## config.mk

```make
export PLATFORM = sky130hd
export DESIGN_NAME = modexp_seq
export DESIGN_NICKNAME = d
export VERILOG_FILES = /design/src/rtl/modexp_seq.sv
export SDC_FILE = /design/constraint.sdc
export NUM_CORES = 1
export LEC_CHECK = 0
export ABC_AREA = 1
export BUFFER_PORTS_ARGS = -buffer_cell sky130_fd_sc_hd__buf_2
export CAP_MARGIN = 30
export CORE_MARGIN = 2
export CORE_UTILIZATION = 30
export DETAILED_ROUTE_END_ITERATION = 7
export MAX_ROUTING_LAYER = met4
export PLACE_DENSITY_LB_ADDON = 0.3
export SLEW_MARGIN = 20
export SYNTH_ARGS = -nofsm -noshare
export SYNTH_HDL_FRONTEND = slang
export SYNTH_SLANG_ARGS = --single-unit
```

## constraint.sdc

```tcl
create_clock -name clk -period 1.7 [get_ports clk]
set_clock_uncertainty 0.2 [all_clocks]
set_input_delay 0.34 -clock clk [delete_from_list [all_inputs] [get_ports clk]]
set_output_delay 0.34 -clock clk [all_outputs]
set_load 0.005 [all_outputs]
```

## src/rtl/modexp_seq.sv

```systemverilog
// Modular exponentiation sequencer.
// Fetches exponent words from an external RAM, scans the bits MSB-first,
// skips leading zeros, and drives the left-to-right square-and-multiply
// command stream into a modular multiplier. Every command is a one-cycle
// strobe followed by an unbounded wait for the multiplier's ack pulse.
module modexp_seq #(
    parameter int e_words = 4,
    parameter int w_width = 27
) (
    input  logic               clk,
    input  logic               aclr,
    input  logic               start,
    output logic               busy,
    output logic               done,
    output logic               zero_exp,
    output logic [4:0]         e_addr,
    output logic               e_rden,
    input  logic [w_width-1:0] e_datai,
    output logic [2:0]         command,
    input  logic               command_ack
);

    localparam logic [2:0] CMD_NONE    = 3'b000;
    localparam logic [2:0] CMD_PRELOAD = 3'b100;
    localparam logic [2:0] CMD_SQUARE  = 3'b011;
    localparam logic [2:0] CMD_MULT    = 3'b010;
    localparam logic [2:0] CMD_STORE   = 3'b101;

    localparam logic [4:0] TOP_WORD = 5'(e_words - 1);
    localparam logic [4:0] TOP_BIT  = 5'(w_width - 1);

    typedef enum logic [2:0] {
        IDLE,
        FETCH,
        WAITDATA,
        SCAN,
        ISSUE,
        WAIT_ACK,
        STORE,
        DONE
    } state_t;

    state_t             state_reg, state_next;
    logic [4:0]         word_reg, word_next;     // also drives e_addr
    logic [4:0]         bit_reg, bit_next;
    logic [w_width-1:0] shift_reg, shift_next;   // current bit always at MSB
    logic               found_reg, found_next;   // leading one already seen
    logic               zero_reg, zero_next;     // exponent turned out all zeros
    logic [2:0]         cmd_reg, cmd_next;       // command in flight
    logic               advance;                 // current bit fully processed
    logic               cur_bit;

    assign cur_bit = shift_reg[w_width-1];
    assign e_addr  = word_reg;

    // State and datapath registers; aclr aborts everything at once.
    always_ff @(posedge clk or posedge aclr) begin
        if (aclr) begin
            state_reg <= IDLE;
            word_reg  <= '0;
            bit_reg   <= '0;
            shift_reg <= '0;
            found_reg <= 1'b0;
            zero_reg  <= 1'b0;
            cmd_reg   <= CMD_NONE;
        end else begin
            state_reg <= state_next;
            word_reg  <= word_next;
            bit_reg   <= bit_next;
            shift_reg <= shift_next;
            found_reg <= found_next;
            zero_reg  <= zero_next;
            cmd_reg   <= cmd_next;
        end
    end

    // Next-state, datapath updates and outputs, all decoded from the state register.
    always_comb begin
        state_next = state_reg;
        word_next  = word_reg;
        bit_next   = bit_reg;
        shift_next = shift_reg;
        found_next = found_reg;
        zero_next  = zero_reg;
        cmd_next   = cmd_reg;
        advance    = 1'b0;
        busy       = (state_reg != IDLE);
        done       = 1'b0;
        zero_exp   = 1'b0;
        e_rden     = 1'b0;
        command    = CMD_NONE;

        case (state_reg)
            IDLE: begin
                found_next = 1'b0;
                zero_next  = 1'b0;
                if (start) begin
                    word_next  = TOP_WORD;
                    state_next = FETCH;
                end
            end
            FETCH: begin
                e_rden     = 1'b1;
                state_next = WAITDATA;
            end
            WAITDATA: begin
                shift_next = e_datai;
                bit_next   = TOP_BIT;
                state_next = SCAN;
            end
            SCAN: begin
                if (!found_reg) begin
                    if (cur_bit) begin
                        // Leading one: seed the accumulator with the base.
                        found_next = 1'b1;
                        cmd_next   = CMD_PRELOAD;
                        state_next = ISSUE;
                    end else begin
                        advance = 1'b1;
                    end
                end else begin
                    cmd_next   = CMD_SQUARE;
                    state_next = ISSUE;
                end
            end
            ISSUE: begin
                command    = cmd_reg;
                state_next = WAIT_ACK;
            end
            WAIT_ACK: begin
                if (command_ack) begin
                    case (cmd_reg)
                        CMD_SQUARE: begin
                            if (cur_bit) begin
                                cmd_next   = CMD_MULT;
                                state_next = ISSUE;
                            end else begin
                                advance = 1'b1;
                            end
                        end
                        CMD_STORE: state_next = DONE;
                        default:   advance = 1'b1;
                    endcase
                end
            end
            STORE: begin
                command    = CMD_STORE;
                cmd_next   = CMD_STORE;
                state_next = WAIT_ACK;
            end
            DONE: begin
                done       = 1'b1;
                zero_exp   = zero_reg;
                state_next = IDLE;
            end
            default: state_next = IDLE;
        endcase

        // Step to the next lower bit, the next lower word, or finish.
        if (advance) begin
            if (bit_reg == 5'd0) begin
                if (word_reg == 5'd0) begin
                    if (found_reg) begin
                        state_next = STORE;
                    end else begin
                        zero_next  = 1'b1;
                        state_next = DONE;
                    end
                end else begin
                    word_next  = word_reg - 5'd1;
                    state_next = FETCH;
                end
            end else begin
                shift_next = shift_reg << 1;
                bit_next   = bit_reg - 5'd1;
                state_next = SCAN;
            end
        end
    end

endmodule

```

# Word-level counts from Yosys, hierarchy flattened
# Index checks and enable logic that the tools add are counted.
# op_classes
muxes	44
addsub	2
reduce_logical	9
n_eq_ne	16
# op_table
cell	n
$mux 27	3
$mux 5	8
$mux 3	12
$pmux 3 s7	1
$eq 3x3->1 const B	5
$mux 1	14
$pmux 3 s2	2
$logic_not 5->1	2
$sub 5x1->5 const B	2
$eq 3x2->1 const B	3
$ne 3x3->1 const B	3
$pmux 3 s3	1
$ne 2x2->1 const B	3
$pmux 1 s2	3
$reduce_bool 3->1	2
$reduce_and 5->1	1
$ne 4x3->1 const B	1
$eq 3x1->1 const B	1
$logic_not 3->1	1
$reduce_and 3->1	1
$reduce_bool 2->1	1
$reduce_or 2->1	1
# totals
output_inout_bits	12
input_bits	31
ff_bits	45
wordCells	78

# Depth between registers and ports, before layout
# logic_depth
depth_word	6
depth_mapped	11
ltp_nobuf	11

# Worst setup path after synthesis
# No wires, ideal clock.
# synth_path
kind	register to register
from	register bit_reg[0]
to	register state_reg[0]
arrival_ns	1.393
setup_time_ns	0.120
t_required_ns	1.380
stages_incl_launch_ff	11
setup_slack_ns	-0.013
n_path_buf	1
synth_period_minus_slack_ns	1.713
path_cell_list	dfrtp_1 > inv_1 > ha_1 > nand2_1 > nor2_2 > inv_2 > buf_2 > nor2_1 > nand3_1 > nand3_1 > nand2_1
# synth_between
elab_chain_len	3
# synth_rtl
element	line	source
start: declaration	45	logic [4:0] bit_reg, bit_next;
start signal: assignment	69	bit_reg <= bit_next;
$logic_not 5->1	161	if (bit_reg == 5'd0) begin
$mux 3	161	
$mux 3	160	if (advance) begin
end signal: assignment	67	state_reg <= state_next;
end: declaration	43	state_t state_reg, state_next;
# No other way between the ends.
# A chain may end at the register's enable or synchronous reset.

# Worst setup path in the final report
# layout_path
from	register state_reg[2]
to	register shift_reg[17]
# layout_between
elab_chain_len	4
word_cells_on_any_way	7
classes_between	eq/ne: 3; mux: 4
# layout_rtl
element	line	source
$eq 3x2->1	93	case (state_reg)
$mux 27	93	
$mux 27	161	
$mux 27 (*)	160	
via shift_next[17]	46	logic [w_width-1:0] shift_reg, shift_next;
end signal: assignment	70	shift_reg <= shift_next;
end: declaration	46	
# Mark *: on every way through the listed nets, which the timed path passes. The rest lies on a longest branch.

==> impl_results.md <==
- Final antenna-violating net count: 0
- Max Cap Violations: 0
- Hold Crit Class: input pin to flip-flop
- Crit path max fanout: 8
- Met3 GRT Util: 0.0234
- Synth Area in Compound Gates: 0.126
- First-pass GRT wire length: 11400 um
- CTS Sinks: 45
- Worst Setup Start Kind: flip-flop
- Placed wire-length estimate: 4500 um
- Kind of critical path: flip-flop to flip-flop
- Multi-input logic area: 1680 um^2
- Final non-filler cell total: 551
- Leakage: 1.87 nW
- GR Overflow Total: 0
- Cell at the slowest stage of the critical path: dfrtp_1
- DRC violations left: 0
- FP Rows: 34
- Antenna violations before repair: 0
- Synth Area in Simple Gates: 0.351
- Die footprint: 9780 um^2
- Dpl cell area: 3220 um^2
- CTS H-tree lvls: 2
- Nature of the critical path endpoint: flip-flop
- Violated checks: setup timing
- Final-report setup violation count: 29
- Post-synthesis sequential area ratio: 0.417
- FF+latch count, synth: 45
- Syn Nets: 395
- Nets: 476
- Async SR Flop Fraction: 1.00
- Post-synth EDFFs: 0
- Vias in the first global route: 2552
- Crit path largest cell delay: 420 ps
- Final Hold Viols: 0
- Die width: 98.9 um
- CTS tree: done
- Mux cell area share after synthesis: 0
- Worst vdd ir: 0.486 mV
- Worst EP required: 1700 ps
- WP data arrival: 1760 ps
- Mapped Cells: 362
- Slew Viols, Final: 0
- Relative slew slack: 0.835
- Area leader, netlist: dfrtp_1
- Core ar.: 8720 um^2
- Number of flip-flops in the largest register: 27
- Largest net degree at the start of global routing: 46
- WL per Instance: 12.9 um
- Layout area overhead: 46.3%
- Layout cells sized above 1: 0.467
- Die height: 98.9 um
- Worst-skew pair later-pin latency: 300 ps
- WHS: 73.7 ps
- Critical-path cell list: inv_2 > buf_4 > nand3_4 > inv_2 > nand3_4 > nand2_8 > nand2_8 > clkbuf_16 > nor2_4 > nor2_2
- Delay-heaviest family, CP: simple AND/OR/NAND/NOR gates
- WL final: 7130 um
- DP Cell Count: 523
- Status: finished, violations left
- Mapped Avg Cell Area: 7.46 um^2
- Ranking of synthesized cells by area: dfrtp_1 (42%), nand2_1 (16%), a21oi_2 (8.1%)
- Via count: 2589
- Worst-Margin Slew: 247 ps
- Pre-Repair DR Iteration Count: 4
- Worst R2R Path Depth: 10
- XOR/XNOR Fraction of Synth Area: 0.0130
- Worst hold stages: 3
- Dominant cell by count in the synthesized netlist: nand2_1
- Worst-case clock buffer depth: 2
- Final critical path time including I/O delays and setup: 1760 ps
- Core Util, Final: 0.453
- Netlist cell types: 26
- Fin crit share: 1.03
- Root Buffer Master: clkbuf_8
- CTS Buf Count: 5
- Clock transition at path regs: 90 ps
- Adder-cell area share of the yosys netlist: 0.00927
- Port Buf Inserts: 42
- WP depth: 10
- Fill cells: 822
- Vias/cell: 4.70
- Gr busiest metal: met2
- Number of diodes: 0
- FF/Latch Area: 1130 um^2
- Setup ws final: -58.3 ps
- Initial Util: 0.310
- Final Wtd Congestion: 0.805
- Top-area cell type share of the netlist area: 0.417
- DRT iter0 DRCs: 61
- Boundary Pins: 43
- RSZ-0062 raised after global routing: true
- Grt met2 use: 0.230
- Final instance area: 3950 um^2
- Total Routing Usage GR: 0.144
- Pwr dens: 1750 nW/um^2
- List of most frequent post-synthesis cells: nand2_1 (116), nor2_1 (49), dfrtp_1 (45)
- Commonest register cell after synthesis: dfrtp_1
- Crit path buf inv count: 4
- Peak Freq: 569 MHz
- Place WS: -13.2 ps
- Largest family of logic cells by synthesized area: simple AND/OR/NAND/NOR gates
- Synth Warn #: 0
- Mapped cell area: 2700 um^2
- GR Util met1: 0.189
## through the flow
stage,TNS [ps],total power [mW]
after floorplan,0,4.16
after global placement,0,4.99
after detailed placement,-31.9,5.07
after CTS,-797,6.18
after global routing,-4110,7.53
final,-911,6.91
## metal layers
metal,vias to the layer above,share of wire,routed length (um)
met3,9,0.033,233
met1,1227,0.47,3350
met2,51,0.48,3460
met5,-,0,0
met4,0,0.013,93
li1,1302,-,-
## report_power, final
| part | internal, mW | switching [mW] | total [mW] |
|---|---|---|---|
| combinational | 1.99 | 2.20 | 4.19 |
| sequential | 1.57 | 0.454 | 2.03 |
| clock | 0.322 | 0.371 | 0.693 |
## logic make-up (layout without fill, tap and decap cells)
kind of cell | after synthesis | count (layout)
adders and majority gates | 2 | 2
and+or+nand+nor | 218 | 218
DFF | 45 | 45
AOI/OAI and AO/OA | 47 | 47
xor gates and xnor gates | 4 | 4
buffers and inverters | 46 | 127
## repair_timing
action / 4_1_cts / 5_1_grt
cloned: 0 / 5
gates resized for setup: 38 / 73
pin swaps: 10 / 8
buffers inserted: 11 / 4
hold endpoints to repair: 45 / 0
hold buffers: 1 / 0
setup endpoints to repair: 36 / 50
## path summary, 6_finish.rpt
path	from	end	slack [ps]
max in group asynchronous	aclr	state_reg[1]$_DFFE_PP0P_	650
min in group asynchronous	aclr	shift_reg[14]$_DFF_PP0_	420
max	state_reg[2]$_DFFE_PP0P_	shift_reg[17]$_DFF_PP0_	-60
min reg2reg	cmd_reg[2]$_DFFE_PP0P_	cmd_reg[2]$_DFFE_PP0P_	310
max reg2reg	state_reg[2]$_DFFE_PP0P_	shift_reg[17]$_DFF_PP0_	-60
min	e_datai[0]	shift_reg[0]$_DFF_PP0_	70
## layout make-up
type                            count  area share
Multi-Input combinational cell    271       0.424
Sequential cell                    45       0.286
Inverter                           29      0.0295
Tap cell                          108      0.0342
Clock inverter                      1     0.00190
Clock buffer                        6      0.0209
Timing Repair Buffer               91       0.203
## worst register-to-register path, stage by stage (launching register included)
cell	delay, ps
dfrtp_1	420
inv_2	110
buf_4	130
nand3_4	70
inv_2	70
nand3_4	100
nand2_8	130
nand2_8	80
clkbuf_16	200
nor2_4	100
nor2_2	40
## cell usage in the layout (no fill, tap or decap), types with 4 or more instances in the layout
cell       netlist  routed
nand2_1        116     113
dfrtp_1         45      43
buf_2           10      40
nor2_2          22      29
a21oi_2         25      24
buf_4            1      24
nor2_4           0      22
nor2_1          49      20
inv_1           27      16
buf_6            5      14
nand3_1         15      12
inv_2            2      10
buf_12           0       7
a21oi_1          7       6
clkbuf_8         0       6
nand3_4          1       5
nand4_1          5       5
o21ai_1          5       5
xnor2_1          4       4
o21ai_0          5       4
clkbuf_16        0       4
No activity file was read; power rests on OpenSTA's default activity.
